===== src/rtl/multicycle_ctrl.sv =====
// Multicycle MIPS-style control FSM with memory-wait timeout and sticky fault trap.
// Optional ORI support (ORIEX/ORIWB states, extsel) is enabled by defining ORI_EN.
module multicycle_ctrl #(
    parameter int WAIT_MAX = 15
) (
    input  logic       clk,
    input  logic       reset,
    input  logic [5:0] opcode,
    input  logic       mem_ready,
    output logic       pcwrite,
    output logic       pcwritecond,
    output logic       iord,
    output logic       memread,
    output logic       memwrite,
    output logic       irwrite,
    output logic       memtoreg,
    output logic       regwrite,
    output logic       regdest,
    output logic       alusrca,
    output logic       extsel,
    output logic [1:0] pcsource,
    output logic [1:0] aluop,
    output logic [1:0] alusrcb,
    output logic [3:0] state,
    output logic       instr_done,
    output logic       fault,
    output logic [1:0] fault_code
);
    localparam int WW = $clog2(WAIT_MAX + 1);
    localparam logic [WW-1:0] WAIT_LAST = WW'(WAIT_MAX - 1);

    localparam logic [5:0] OP_RTYPE = 6'b000000;
    localparam logic [5:0] OP_LW    = 6'b100011;
    localparam logic [5:0] OP_SW    = 6'b101011;
    localparam logic [5:0] OP_BEQ   = 6'b000100;
    localparam logic [5:0] OP_J     = 6'b000010;
    localparam logic [5:0] OP_ORI   = 6'b001101;

    typedef enum logic [3:0] {
        S_FETCH  = 4'd0,  S_DECODE = 4'd1,  S_MEMADR = 4'd2,  S_MEMRD = 4'd3,
        S_MEMWB  = 4'd4,  S_MEMWR  = 4'd5,  S_EXEC   = 4'd6,  S_RWB   = 4'd7,
        S_BRANCH = 4'd8,  S_JUMP   = 4'd9,  S_ORIEX  = 4'd10, S_ORIWB = 4'd11,
        S_TRAP   = 4'd15
    } state_t;

    state_t        r_state;
    logic [WW-1:0] r_wait;
    logic          r_fault;
    logic [1:0]    r_fault_code;
    state_t        w_cur;
    logic          w_timeout;

    assign w_timeout = !mem_ready && (r_wait == WAIT_LAST);

    always_ff @(posedge clk) begin
        if (reset) begin
            r_state      <= S_FETCH;
            r_wait       <= '0;
            r_fault      <= 1'b0;
            r_fault_code <= 2'b00;
        end else begin
            // Wait counter restarts on every transition; only a stalled memory state keeps counting.
            r_wait <= '0;
            case (r_state)
                S_FETCH, S_MEMRD, S_MEMWR: begin
                    if (mem_ready) begin
                        case (r_state)
                            S_FETCH: r_state <= S_DECODE;
                            S_MEMRD: r_state <= S_MEMWB;
                            default: r_state <= S_FETCH;
                        endcase
                    end else if (w_timeout) begin
                        r_state      <= S_TRAP;
                        r_fault      <= 1'b1;
                        r_fault_code <= 2'b10;
                    end else begin
                        r_wait <= r_wait + WW'(1);
                    end
                end
                S_DECODE: begin
                    case (opcode)
                        OP_RTYPE:      r_state <= S_EXEC;
                        OP_LW, OP_SW:  r_state <= S_MEMADR;
                        OP_BEQ:        r_state <= S_BRANCH;
                        OP_J:          r_state <= S_JUMP;
`ifdef ORI_EN
                        OP_ORI:        r_state <= S_ORIEX;
`endif
                        default: begin
                            r_state      <= S_TRAP;
                            r_fault      <= 1'b1;
                            r_fault_code <= 2'b01;
                        end
                    endcase
                end
                S_MEMADR: r_state <= (opcode == OP_LW) ? S_MEMRD : S_MEMWR;
                S_EXEC:   r_state <= S_RWB;
`ifdef ORI_EN
                S_ORIEX:  r_state <= S_ORIWB;
                S_ORIWB:  r_state <= S_FETCH;
`endif
                S_MEMWB, S_RWB, S_BRANCH, S_JUMP: r_state <= S_FETCH;
                S_TRAP:   r_state <= S_TRAP;
                default:  r_state <= S_FETCH;
            endcase
        end
    end

    // While reset is held the outputs look like FETCH, with the fetch write strobes suppressed.
    assign w_cur = reset ? S_FETCH : r_state;

    always_comb begin
        pcwrite     = 1'b0;
        pcwritecond = 1'b0;
        iord        = 1'b0;
        memread     = 1'b0;
        memwrite    = 1'b0;
        irwrite     = 1'b0;
        memtoreg    = 1'b0;
        regwrite    = 1'b0;
        regdest     = 1'b0;
        alusrca     = 1'b0;
        extsel      = 1'b0;
        pcsource    = 2'b00;
        aluop       = 2'b00;
        alusrcb     = 2'b00;
        instr_done  = 1'b0;
        case (w_cur)
            S_FETCH: begin
                memread = 1'b1;
                alusrcb = 2'b01;
                irwrite = mem_ready && !reset;
                pcwrite = mem_ready && !reset;
            end
            S_DECODE: alusrcb = 2'b11;
            S_MEMADR: begin
                alusrca = 1'b1;
                alusrcb = 2'b10;
            end
            S_MEMRD: begin
                memread = 1'b1;
                iord    = 1'b1;
            end
            S_MEMWR: begin
                memwrite   = 1'b1;
                iord       = 1'b1;
                instr_done = mem_ready;
            end
            S_MEMWB: begin
                regwrite   = 1'b1;
                memtoreg   = 1'b1;
                instr_done = 1'b1;
            end
            S_EXEC: begin
                alusrca = 1'b1;
                aluop   = 2'b10;
            end
            S_RWB: begin
                regwrite   = 1'b1;
                regdest    = 1'b1;
                instr_done = 1'b1;
            end
            S_BRANCH: begin
                alusrca     = 1'b1;
                aluop       = 2'b01;
                pcwritecond = 1'b1;
                pcsource    = 2'b01;
                instr_done  = 1'b1;
            end
            S_JUMP: begin
                pcwrite    = 1'b1;
                pcsource   = 2'b10;
                instr_done = 1'b1;
            end
`ifdef ORI_EN
            S_ORIEX: begin
                alusrca = 1'b1;
                alusrcb = 2'b10;
                extsel  = 1'b1;
                aluop   = 2'b11;
            end
            S_ORIWB: begin
                regwrite   = 1'b1;
                instr_done = 1'b1;
            end
`endif
            default: ;
        endcase
    end

    assign state      = w_cur;
    assign fault      = r_fault && !reset;
    assign fault_code = reset ? 2'b00 : r_fault_code;

endmodule


===== config.mk =====
export PLATFORM = sky130hd
export DESIGN_NAME = multicycle_ctrl
export DESIGN_NICKNAME = d
export VERILOG_FILES = /design/src/rtl/multicycle_ctrl.sv
export SDC_FILE = /design/constraint.sdc
export NUM_CORES = 1
export LEC_CHECK = 0
export CORE_MARGIN = 5
export CORE_UTILIZATION = 47
export CTS_CLUSTER_SIZE = 28
export DETAILED_ROUTE_END_ITERATION = 10
export PLACE_DENSITY = 0.89
export SYNTH_ARGS = -nofsm -noshare
export SYNTH_HDL_FRONTEND = slang
export SYNTH_SLANG_ARGS = --single-unit

===== constraint.sdc =====
create_clock -name clk -period 3 [get_ports clk]
set_input_delay 0.6 -clock clk [delete_from_list [all_inputs] [get_ports clk]]
set_output_delay 0.6 -clock clk [all_outputs]
set_load 0.01 [all_outputs]

==> summary.txt <==
Status: completed
Die area: 2980 sq um
Critical path endpoint category: primary output
Die X: 54.6 microns
Clock tree root driver cell: clkbuf_4
Startpoint types: primary input
Seq/Total Area, Yosys: 23.6%
Bufs on Longest Clock Path: 2
R2r worst-path depth: 6
Vias/cell: 5.71
LEAKAGE: 0.507 nW
Final min period: 2.89 ns
# hold bufs at CTS: 0
Final hold violation count: 0
# rows: 16
Vias in the first global route: 960
CP arrival: 2.29 ns
Ys flop type: dfxtp_1
Placer Congestion: 0.871
Layout cells sized above 1: 10.7%
TritonCTS clock tree: yes
Worst-path clk slew: 0.06 ns
Setup Fix Bufs, Post-CTS: 0
Skew-Pair Late Insertion Delay: 0.25 ns
WHS Path Cells: 2
Ports: 34
Highest fanout seen on the critical path: 7
Initial drt markers: 46
Worst-margin pin slew: 0.512 ns
Num CTS Buffers: 3
Post-route DRC: 0
Setup TNS: 0 ns
Synth cell types: 42
Pwr dens: 755 nW/um^2
Layout area overhead: 36.0%
Detail Route Antenna Nets: 0
Async SR Flop Fraction: 0%
Placement Cell Area: 1240 sq um
Global Route Usage Sum: 17.5%
RSZ-0062 raised after global routing: no
Worst Path Required: 2.40 ns
CTS Sinks: 11
Avg Cell Area, Syn: 7.42 sq um
Via count: 1062
Layout fillers: 181
Initial DRT Pass Iterations: 5
Hold WC Path Type: flip-flop to flip-flop
H-tree Lvls: 1
EDFF count, synth: 0
Diodes inserted: 0
Area occupied by multi-input gates: 592 sq um
Max VDD drop: 533 uV
Initial Utilization: 48.6%
Terminus of the critical flop-to-flop path: r_state[1]
Die Y: 54.6 microns
Hold Path End: r_fault_code[0]
Largest net degree at the start of global routing: 16
PostCTS Resize Cnt: 0
Commonest cells after routing, fill and taps aside: clkdlybuf4s50_1 (32), nor2_1 (21), dfxtp_1 (11)
# port buffers: 32
# setup viols final: 0
Min-Delay Startpoint: r_fault_code[0]
Total grt overflow: 0
Max Cap Viol: 0
Total core area: 1920 sq um
Initial antenna violation count: 0
Yosys Warn Count: 0
Drt total wl: 2610 microns
Dpl hpwl: 2100 microns
Post-Layout Inst Area: 1270 sq um
Crit path kind: primary input to primary output
Register bit total from synthesis: 11
Slew headroom: 65.8%
Nets: 171
Final max-slew violation count: 0
Register area: 220 sq um
Most common cell after layout, fill and taps aside: clkdlybuf4s50_1
Critical path startpoint: reset
Syn_nets: 137
R2R Setup Slk: 1.16 ns
First-pass GRT wire length: 3960 microns
Final worst-path cycle share: 96.5%
Post-Synthesis Cells: 126
Drt wl/cell: 14.0 microns
Reg-to-reg critical path startpoint: r_state[1]
Layout Skew: 0.00270 ns
Max Clk Rate: 345 MHz
Post-Syn Area: 935 sq um
[cell usage after synthesis (2+ instances only)]
| library cell | n | area (sq um) |
|---|---|---|
| and3_1 | 8 | 50.1 |
| clkbuf_8 | 2 | 27.5 |
| nand4_1 | 2 | 12.5 |
| inv_1 | 7 | 26.3 |
| buf_4 | 2 | 15.0 |
| dfxtp_1 | 11 | 220 |
| o31ai_1 | 2 | 15.0 |
| a31oi_1 | 2 | 12.5 |
| a21oi_1 | 6 | 30.0 |
| nor2b_1 | 3 | 18.8 |
| o22ai_1 | 2 | 12.5 |
| ha_1 | 2 | 25.0 |
| nand2_1 | 5 | 18.8 |
| and2_1 | 2 | 12.5 |
| mux2i_1 | 2 | 20.0 |
| nor4_1 | 2 | 12.5 |
| buf_6 | 4 | 45.0 |
| nand3_1 | 5 | 25.0 |
| nor2_1 | 21 | 78.8 |
| nor3_1 | 7 | 35.0 |
| xor2_1 | 3 | 26.3 |
| o21ai_0 | 6 | 30.0 |
[sequential cells by signal, indices dropped and copies added, names as in the netlist]
signal        flops
r_state           4
r_wait            4
r_fault_code      2
r_fault           1
[how the worst max path moves through the flow]
stage | endpoint | slack [ns] | cells after the start
after detailed placement | memtoreg | 0.12 | 4
final | memtoreg | 0.11 | 4
after global placement | regdest | 0.17 | 4
after global routing | memtoreg | 0.04 | 4
after floorplan | alusrcb[0] | 1.07 | 3
after CTS | memtoreg | 0.10 | 4
[report_power, final]
| part | internal, W | total (W) | switching, W | leakage (nW) |
|---|---|---|---|---|
| sequential | 0.000183 | 0.000254 | 0.0000716 | 0.0900 |
| combinational | 0.000297 | 0.000613 | 0.000316 | 0.402 |
| clock | 0.0000512 | 0.0000923 | 0.0000411 | 0.0150 |
[final cells by class]
cell class              instances  share of cell area (%)
well taps                      27                    2.66
repair buffers                 39                    29.3
flip-flops and latches         11                    17.3
inverters                       7                    2.07
multi-input cells              98                    46.6
clock buffers                   4                    2.07
[worst max-delay path: stages]
cell	delay (ns)
clkdlybuf4s50_1	0.51
or3_1	0.43
nor3_1	0.18
clkdlybuf4s50_1	0.58
[cells by family after synthesis]
kind of cell	count (synthesis)	share of synthesized area [%]
adder cells (fa/ha/maj)	2	2.68
AO/OA/AOI/OAI	27	19.7
buffers and inverters	17	13.1
XOR/XNOR	5	5.49
other	1	0.401
AND/OR/NAND/NOR	60	31.7
flip-flops	11	23.6
multiplexers	3	3.35
[through the flow]
| stage | std cells | hold WS (ns) | util (%) | power, W | setup WS (ns) |
|---|---|---|---|---|---|
| 3_3_place_gp | 182 | 0.438 | 64.8 | 0.000839 | 0.165 |
| 6_report | 186 | 0.453 | 66.1 | 0.000959 | 0.105 |
| 5_1_grt | 186 | 0.484 | 66.1 | 0.00103 | 0.0401 |
| 3_5_place_dp | 182 | 0.446 | 64.8 | 0.000860 | 0.118 |
| 2_1_floorplan | 126 | 0.430 | - | 0.000674 | 1.07 |
| 4_1_cts | 186 | 0.455 | 66.1 | 0.000957 | 0.104 |
[metal layers]
| metal | track usage, % | share of wire, % | vias up |
|---|---|---|---|
| met5 | 0 | 0 | - |
| met2 | 32.7 | 49 | 72 |
| li1 | - | - | 506 |
| met3 | 4.36 | 8.8 | 12 |
| met1 | 19.1 | 39 | 472 |
| met4 | 4.98 | 2.9 | 0 |
Power figures use the tool's default switching activity.
